===== src/rtl/uart_cmd_sequencer.sv =====
// Command sequencer: buffers 32-bit command words in a circular FIFO and
// forwards them downstream, interpreting delay and set-gap commands locally.
module uart_cmd_sequencer #(
  parameter int unsigned DEPTH        = 16,
  parameter int unsigned MS_CNT       = 50000,
  parameter logic [15:0] DELAY_HEADER = 16'hABCD,
  parameter logic [15:0] WAIT_HEADER  = 16'hABC1,
  parameter logic [15:0] GAP_RST      = 16'd1
) (
  input  logic                     clk,
  input  logic                     rst,
  input  logic [31:0]              in_data,
  input  logic                     in_valid,
  output logic                     in_ready,
  output logic [31:0]              out_data,
  output logic                     out_valid,
  input  logic                     out_ready,
  input  logic                     abort,
  input  logic                     ovf_clr,
  output logic [$clog2(DEPTH):0]   fifo_count,
  output logic                     busy,
  output logic                     overflow
);

  localparam int unsigned PTR_W = $clog2(DEPTH);
  localparam int unsigned CNT_W = PTR_W + 1;
  localparam int unsigned CYC_W = (MS_CNT > 1) ? $clog2(MS_CNT) : 1;
  localparam logic [CYC_W-1:0] CYC_LAST = CYC_W'(MS_CNT - 1);

  typedef enum logic [2:0] {
    ST_IDLE,
    ST_DECODE,
    ST_GAP,
    ST_DELAY,
    ST_SEND
  } state_t;

  state_t           state;
  logic [31:0]      mem [DEPTH];
  logic [PTR_W-1:0] wr_ptr;
  logic [PTR_W-1:0] rd_ptr;
  logic [CNT_W-1:0] count;
  logic [15:0]      gap_ms;
  logic [15:0]      delay_ms;
  logic [CYC_W-1:0] cyc_cnt;
  logic [15:0]      ms_cnt;

  logic             full;
  logic             push;
  logic             pop;
  logic [31:0]      head;
  logic [15:0]      head_hdr;
  logic [15:0]      head_arg;
  logic             ms_wrap;
  logic             gap_done;
  logic             delay_done;

  assign full       = (count == CNT_W'(DEPTH));
  assign in_ready   = !full;
  assign fifo_count = count;
  assign busy       = (state != ST_IDLE);

  assign head     = mem[rd_ptr];
  assign head_hdr = head[31:16];
  assign head_arg = head[15:0];

  // Words are dropped while full or while the FIFO is being flushed
  assign push = in_valid && !full && !abort;
  assign pop  = ((state == ST_DECODE) &&
                 ((head_hdr == DELAY_HEADER) || (head_hdr == WAIT_HEADER))) ||
                ((state == ST_SEND) && out_ready);

  assign ms_wrap    = (cyc_cnt == CYC_LAST);
  assign gap_done   = ms_wrap && (ms_cnt == (gap_ms - 16'd1));
  assign delay_done = ms_wrap && (ms_cnt == (delay_ms - 16'd1));

  // FIFO storage, intentionally not reset
  always_ff @(posedge clk) begin
    if (push) mem[wr_ptr] <= in_data;
  end

  // FIFO pointers and occupancy
  always_ff @(posedge clk) begin
    if (rst) begin
      wr_ptr <= '0;
      rd_ptr <= '0;
      count  <= '0;
    end else if (abort) begin
      wr_ptr <= rd_ptr;
      count  <= '0;
    end else begin
      if (push) wr_ptr <= wr_ptr + PTR_W'(1);
      if (pop)  rd_ptr <= rd_ptr + PTR_W'(1);
      if (push && !pop)      count <= count + CNT_W'(1);
      else if (!push && pop) count <= count - CNT_W'(1);
    end
  end

  // Sticky overflow; a new overflow event wins over a clear
  always_ff @(posedge clk) begin
    if (rst)                    overflow <= 1'b0;
    else if (in_valid && full)  overflow <= 1'b1;
    else if (ovf_clr)           overflow <= 1'b0;
  end

  // Sequencer FSM with millisecond timer and registered outputs
  always_ff @(posedge clk) begin
    if (rst) begin
      state     <= ST_IDLE;
      out_valid <= 1'b0;
      out_data  <= '0;
      gap_ms    <= GAP_RST;
      delay_ms  <= '0;
      cyc_cnt   <= '0;
      ms_cnt    <= '0;
    end else if (abort) begin
      state     <= ST_IDLE;
      out_valid <= 1'b0;
      cyc_cnt   <= '0;
      ms_cnt    <= '0;
    end else begin
      case (state)
        ST_IDLE: begin
          if (count != '0) state <= ST_DECODE;
        end
        ST_DECODE: begin
          if (head_hdr == DELAY_HEADER) begin
            delay_ms <= head_arg;
            state    <= (head_arg == 16'd0) ? ST_IDLE : ST_DELAY;
          end else if (head_hdr == WAIT_HEADER) begin
            gap_ms <= head_arg;
            state  <= ST_IDLE;
          end else begin
            out_data <= head;
            if (gap_ms != 16'd0) begin
              state <= ST_GAP;
            end else begin
              state     <= ST_SEND;
              out_valid <= 1'b1;
            end
          end
        end
        ST_GAP: begin
          if (gap_done) begin
            state     <= ST_SEND;
            out_valid <= 1'b1;
            cyc_cnt   <= '0;
            ms_cnt    <= '0;
          end else if (ms_wrap) begin
            cyc_cnt <= '0;
            ms_cnt  <= ms_cnt + 16'd1;
          end else begin
            cyc_cnt <= cyc_cnt + CYC_W'(1);
          end
        end
        ST_DELAY: begin
          if (delay_done) begin
            state   <= ST_IDLE;
            cyc_cnt <= '0;
            ms_cnt  <= '0;
          end else if (ms_wrap) begin
            cyc_cnt <= '0;
            ms_cnt  <= ms_cnt + 16'd1;
          end else begin
            cyc_cnt <= cyc_cnt + CYC_W'(1);
          end
        end
        ST_SEND: begin
          if (out_ready) begin
            state     <= ST_IDLE;
            out_valid <= 1'b0;
          end
        end
        default: begin
          state     <= ST_IDLE;
          out_valid <= 1'b0;
        end
      endcase
    end
  end

endmodule


===== config.mk =====
export PLATFORM = sky130hd
export DESIGN_NAME = uart_cmd_sequencer
export DESIGN_NICKNAME = d
export VERILOG_FILES = /design/src/rtl/uart_cmd_sequencer.sv
export SDC_FILE = /design/constraint.sdc
export NUM_CORES = 1
export LEC_CHECK = 0
export CAP_MARGIN = 25
export CORE_UTILIZATION = 53
export DETAILED_ROUTE_END_ITERATION = 10
export PLACE_DENSITY = 0.76
export SLEW_MARGIN = 20
export SYNTH_ARGS = -nofsm -noshare
export SYNTH_HDL_FRONTEND = slang
export SYNTH_SLANG_ARGS = --single-unit

===== constraint.sdc =====
create_clock -name clk -period 5.3 [get_ports clk]
set_clock_uncertainty 0.05 [all_clocks]
set_input_delay 0.795 -clock clk [delete_from_list [all_inputs] [get_ports clk]]
set_output_delay 0.795 -clock clk [all_outputs]
set_load 0.02 [all_outputs]

## Word level (Yosys, flattened, before mapping)

Memory sizes are Yosys's and may differ from the RTL's. A register that Yosys moved wholly into a read port is not among the register bits.
Index checks and enable logic that the tools add are counted.

| operators by class | value |
|---|---|
| equal/unequal tests | 17 |
| add/sub/neg operators | 8 |
| bitwise logic cells | 4 |
| reductions and logical operators | 32 |
| muxes and demuxes | 33 |

Operators with widths:

| cell | number |
|---|---|
| two-way mux 16 bit | 6 |
| case mux 16 bit (2 select lines) | 2 |
| == test 16 bit, second input constant | 3 |
| adder 16 x 1 -> 16 bit, second input constant | 2 |
| == test 16 bit | 2 |
| subtractor 16 x 1 -> 16 bit, second input constant | 2 |
| two-way mux 3 bit | 7 |
| zero test 16 bit | 1 |
| two-way mux 4 bit | 4 |
| nonzero test 16 bit | 1 |
| case mux 3 bit (5 select lines) | 1 |
| inequality test 2 bit, second input constant | 7 |
| AND reduction 4 bit | 3 |
| two-way mux 5 bit | 2 |
| logical AND 1 bit | 9 |
| two-way mux 1 bit | 9 |
| adder 4 x 1 -> 4 bit, second input constant | 2 |
| nonzero test 2 bit | 4 |
| == test 3 x 2 -> 1 bit, second input constant | 2 |
| AND reduction 6 bit | 1 |
| adder 5 x 1 -> 5 bit, second input constant | 1 |
| == test 5 bit, second input constant | 1 |
| nonzero test 5 bit | 1 |
| subtractor 5 x 1 -> 5 bit, second input constant | 1 |
| 12 further kinds | 20 |

| storage, ports and cells | value |
|---|---|
| bits of input ports | 38 |
| RAM bits | 512 |
| memories kept | 1 |
| register bits | 114 |
| logic and storage cells | 106 |

Memories:

| name | depth | width | rd ports | clocked after Yosys merged registers in | wr ports | line | RTL |
|---|---|---|---|---|---|---|---|
| mem | 16 | 32 | 1 | 1 | 1 | 39 | `logic [31:0] mem [DEPTH];` |

## Logic depth before layout (Yosys ltp)

| depth | value |
|---|---|
| depth after elaboration | 8 |
| depth in mapped cells | 21 |
| depth with buffers taken out | 17 |

## Worst setup path before layout

OpenSTA, ideal clock, no wires.

| path | value |
|---|---|
| kind | register to register |
| start point | register count[0] (netlist: fifo_count[0]) |
| end point | memory mem[0][0] (enable) |
| arrival | 3.801 ns |
| data required time | 4.789 ns |
| setup slack | 0.988 ns |
| cell stages (with the launch flop) | 8 |
| library setup time | 0.461 ns |
| path through | dfxtp_1 nor4_1 nand2_1 and2_1 clkbuf_1 nor2b_1 nand2_1 nor3_1 |

| between the ends | value |
|---|---|
| word-level cells in the longest chain between the ends | 6 |

Ends and longest elaborated chain:

| what | line | RTL |
|---|---|---|
| start: declaration | 42 | `logic [CNT_W-1:0] count;` |
| start signal: assignment | 94 | `if (push && !pop) count <= count + CNT_W'(1);` |
| start signal: assignment | 95 | `else if (!push && pop) count <= count - CNT_W'(1);` |
| == test 5 bit | 58 | `assign full = (count == CNT_W'(DEPTH));` |
| zero test 1 bit | -- |  |
| net in_ready | 14 | `output logic in_ready,` |
| logical AND 1 bit (2 in a row) | 68 | `assign push = in_valid && !full && !abort;` |
| two-way mux 1 bit | 79 | `if (push) mem[wr_ptr] <= in_data;` |
| two-way mux 1 bit (not written as such) | 79 |  |
| end: declaration | 39 |  |

The timed path passes the listed nets, and every way through them passes these cells.

==> impl_metrics.prom <==
# TYPE chip_impl_metric gauge
chip_impl_info{name="status",value="complete, no violations"} 1
chip_impl_info{name="rsz0062_at_grt",value="no"} 1
chip_impl_metric{name="rows",unit=""} 80
chip_impl_metric{name="worst_r2r_path_depth",unit=""} 17
chip_impl_metric{name="postCtsSetupBuffers",unit=""} 0
chip_impl_metric{name="drive_above_1_share",unit="%"} 15.4
chip_impl_metric{name="critical_path_arrival",unit="ps"} 5170
chip_impl_metric{name="num-nets-final",unit=""} 1740
chip_impl_metric{name="postPlaceCellArea",unit="sq um"} 27300
chip_impl_metric{name="slew_at_the_pin_with_the_worst_max_slew_slack",unit="ps"} 899
chip_impl_info{name="clk_root_buffer_cell",value="sky130_fd_sc_hd__clkbuf_16"} 1
chip_impl_info{name="timing.critical_path.slowest_stage_cell",value="sky130_fd_sc_hd__dfxtp_4"} 1
chip_impl_metric{name="power.ir.vdd_worst",unit="uV"} 264
chip_impl_metric{name="clk_transition_reported_paths",unit="ps"} 60
chip_impl_info{name="hp-class",value="flip-flop to flip-flop"} 1
chip_impl_metric{name="first_pass_iters",unit=""} 7
chip_impl_metric{name="synthToLayoutAreaGrowth",unit="%"} 13.3
chip_impl_metric{name="hold_path_depth",unit=""} 2
chip_impl_metric{name="max-slew-margin-rel",unit="%"} 40.1
chip_impl_metric{name="synth_cell_type_count",unit=""} 77
chip_impl_metric{name="postSynthCellCount",unit=""} 1600
chip_impl_metric{name="place_congestion",unit=""} 0.898
chip_impl_metric{name="number_of_hold_buffers_added_after_cts",unit=""} 0
chip_impl_metric{name="total_congestion_overflow_after_global_routing",unit=""} 0
chip_impl_info{name="r2r-end",value="fifo_count[4]"} 1
chip_impl_info{name="mostFrequentLayoutCells",value="512 x sky130_fd_sc_hd__edfxtp_1, 140 x sky130_fd_sc_hd__nor2_1, 116 x sky130_fd_sc_hd__dfxtp_1"} 1
chip_impl_info{name="mostFrequentLayoutCell",value="sky130_fd_sc_hd__edfxtp_1"} 1
chip_impl_metric{name="postRouteWirelength",unit="microns"} 60900
chip_impl_metric{name="synth_warnings",unit=""} 0
chip_impl_metric{name="post_drt_wl_per_cell",unit="microns"} 25.9
chip_impl_metric{name="critical_path_buf_inv_count",unit=""} 2
chip_impl_metric{name="powerDensity",unit="nW/um^2"} 337
chip_impl_info{name="crit_path_cell_trace",value="buf_4 -> mux4_1 -> nand2_1 -> and2_1 -> nor4bb_1 -> mux2i_1 -> nor4_4 -> a31oi_2 -> or2_2 -> ha_1 -> inv_1 -> ha_1 -> a21o_1 -> a21oi_1 -> xnor2_1 -> or3_1 -> a21oi_1"} 1
chip_impl_metric{name="timing_hold_violations_final",unit=""} 0
chip_impl_metric{name="timing.final.crit_share",unit="%"} 88.2
chip_impl_metric{name="grt_antenna_before_repair",unit=""} 3
chip_impl_metric{name="slew_violations",unit=""} 0
chip_impl_metric{name="number_of_flops_mapped_to_enable_cells_by_yosys",unit=""} 512
chip_impl_metric{name="final.setup.tns",unit="ps"} 0
chip_impl_metric{name="grt_max_degree",unit=""} 53
chip_impl_metric{name="setup.reg_to_reg.worst_slack",unit="ps"} 630
chip_impl_info{name="prevailing_post_synth_register_cell",value="sky130_fd_sc_hd__edfxtp_1"} 1
chip_impl_metric{name="dieArea",unit="sq um"} 49600
chip_impl_info{name="crit_type",value="flip-flop to flip-flop"} 1
chip_impl_metric{name="post_drt_via_cell_ratio",unit=""} 6.24
chip_impl_metric{name="dr.first_iter.drc_count",unit=""} 1672
chip_impl_metric{name="dp_hpwl",unit="microns"} 34500
chip_impl_metric{name="detailed_route_drc_error_count",unit=""} 0
chip_impl_metric{name="via_count",unit=""} 14700
chip_impl_metric{name="required",unit="ps"} 5800
chip_impl_metric{name="die_height",unit="microns"} 223
chip_impl_metric{name="netlist_area",unit="sq um"} 25800
chip_impl_metric{name="source_to_sink_clock_delay_at_the_later_pin_of_the_worst_skew_pair",unit="ps"} 640
chip_impl_metric{name="dpl_worst_slack",unit="ps"} 740
chip_impl_info{name="category_of_the_worst_setup_path_capture_point",value="flip-flop"} 1
chip_impl_metric{name="htree_num_levels",unit=""} 2
chip_impl_metric{name="fin_total_pwr",unit="mW"} 9.84
chip_impl_metric{name="crit_fanout",unit=""} 41
chip_impl_metric{name="share_of_async_settable_or_async_resettable_flops_after_synthesis",unit="%"} 0
chip_impl_metric{name="max-cap-violations",unit=""} 0
chip_impl_metric{name="core_area",unit="sq um"} 47800
chip_impl_metric{name="cts_repair_resize_count",unit=""} 0
chip_impl_metric{name="power_leakage",unit="nW"} 9.48
chip_impl_info{name="cts_tree",value="yes"} 1
chip_impl_info{name="worst_setup_path_start_kind",value="flip-flop"} 1
chip_impl_metric{name="clock_sink_count",unit=""} 630
chip_impl_metric{name="max_stage_delay",unit="ps"} 770
chip_impl_metric{name="final-setup-viol-count",unit=""} 0
chip_impl_metric{name="initial_util",unit="%"} 53.9
chip_impl_metric{name="floorplan.io_pins",unit=""} 79
chip_impl_metric{name="finish.utilization",unit="%"} 61.1
chip_impl_metric{name="path_depth",unit=""} 17
chip_impl_metric{name="wire_length_of_the_first_global_routing_pass",unit="microns"} 90800
chip_impl_metric{name="detail-route-antenna-nets",unit=""} 0
chip_impl_metric{name="synth.net_count",unit=""} 1652
chip_impl_metric{name="ys_ff_latch",unit=""} 630
chip_impl_metric{name="proportion_of_synthesized_chip_area_in_sequential_cells",unit="%"} 68.8
chip_impl_metric{name="cts_buffer_depth",unit=""} 3
chip_impl_metric{name="die_width",unit="microns"} 223
chip_impl_info{name="capturing_instance_or_port_of_the_critical_path",value="fifo_count[4]"} 1
chip_impl_metric{name="final.min_clock_period",unit="ps"} 4670
chip_impl_metric{name="synth.avg_cell_area",unit="sq um"} 16.1
chip_impl_metric{name="timing.final.ws_setup",unit="ps"} 625
chip_impl_metric{name="groute.usage.overall",unit="%"} 24.8
chip_impl_metric{name="stdcell_area",unit="sq um"} 29200
chip_impl_metric{name="first_global_vias",unit=""} 14800
chip_impl_metric{name="io_buffer_count",unit=""} 78
chip_impl_metric{name="max_freq",unit="GHz"} 0.214
chip_impl_metric{name="numCtsBuffers",unit=""} 59
chip_impl_info{name="cell_family_contributing_the_most_delay_on_the_critical_path",value="simple AND/OR/NAND/NOR gates"} 1
==> area by class of cell <==
type / count / area [sq um]
fill: 3315 / 18600
sequential: 630 / 17700
multi-input combinational: 852 / 7570
clock buffer: 79 / 1570
timing repair buffer: 117 / 1120
tap: 615 / 769
clock inverter: 29 / 359
inverter: 28 / 105
antenna: 1 / 2.50
==> layer usage <==
metal | routed length (microns) | global-route usage (%) | up-vias
li1 | - | - | 6367
met1 | 23800 | 33.0 | 7418
met2 | 30100 | 41.3 | 736
met3 | 5340 | 4.81 | 135
met4 | 1660 | 8.03 | 4
met5 | 30 | 0 | -
==> synth_stat cells, drive strengths merged, types with 29 or more instances <==
cell,count,share of area [%]
edfxtp,512,60
nor2,156,2.3
dfxtp,118,9.2
mux4,112,10
mux2i,104,4.0
nand2,89,1.3
clkbuf,53,0.80
xor2,43,1.5
a22oi,39,1.1
buf,37,1.2
a21oi,36,0.70
xnor2,29,0.98
==> where the power goes <==
part / leakage (nW) / switching, mW / total [mW] / internal, mW
sequential: 5.56 / 0.0129 / 5.38 / 5.37
combinational: 2.99 / 0.160 / 0.242 / 0.0823
clock: 0.931 / 1.79 / 4.22 / 2.42
total: 9.48 / 1.97 / 9.84 / 7.87
==> per-stage QoR <==
| step | hold slack, ps | cells |
|---|---|---|
| after detailed placement | 432 | 2242 |
| final | 446 | 2351 |
| after global placement | 413 | 2242 |
| after CTS | 441 | 2350 |
| after floorplan | 404 | 1600 |
| after global routing | 459 | 2351 |
==> worst register-to-register path, cell delays in order (launching register included) <==
cell and delay (ps):
sky130_fd_sc_hd__dfxtp_4 770, sky130_fd_sc_hd__buf_4 370, sky130_fd_sc_hd__mux4_1 310, sky130_fd_sc_hd__nand2_1 80, sky130_fd_sc_hd__and2_1 160, sky130_fd_sc_hd__nor4bb_1 340
sky130_fd_sc_hd__mux2i_1 230, sky130_fd_sc_hd__nor4_4 310, sky130_fd_sc_hd__a31oi_2 170, sky130_fd_sc_hd__or2_2 300, sky130_fd_sc_hd__ha_1 230, sky130_fd_sc_hd__inv_1 120
sky130_fd_sc_hd__ha_1 270, sky130_fd_sc_hd__a21o_1 190, sky130_fd_sc_hd__a21oi_1 170, sky130_fd_sc_hd__xnor2_1 90, sky130_fd_sc_hd__or3_1 310, sky130_fd_sc_hd__a21oi_1 140
==> sequential cells by signal, summed over array words and instances, names as in the netlist, named ones only <==
name        flops
ms_cnt         16
mem           512
wr_ptr          4
out_data       32
rd_ptr          4
out_valid       1
fifo_count      5
delay_ms       16
overflow        1
state           3
gap_ms         16
cyc_cnt        16
==> cells by family (layout without fill, tap and decap cells) <==
| kind of cell | after synthesis | after routing | share of synthesized area [%] |
|---|---|---|---|
| flops | 630 | 630 | 68.8 |
| simple gates | 389 | 389 | 7.17 |
| mux | 220 | 220 | 14.2 |
| compound gates | 157 | 157 | 4.33 |
| buf+inv | 118 | 253 | 2.40 |
| xor+xnor | 72 | 72 | 2.44 |
| fa+ha+maj | 14 | 14 | 0.708 |
| other cells | 0 | 1 | 0 |
==> how the worst min path moves through the flow <==
stage,from,end,slack (ps)
6_report,cyc_cnt[1],cyc_cnt[1],450
2_1_floorplan,cyc_cnt[1],cyc_cnt[1],400
3_3_place_gp,cyc_cnt[1],cyc_cnt[1],410
5_1_grt,cyc_cnt[1],cyc_cnt[1],460
3_5_place_dp,out_valid,out_valid,430
4_1_cts,out_valid,out_valid,440
No activity file was read; power rests on OpenSTA's default activity.
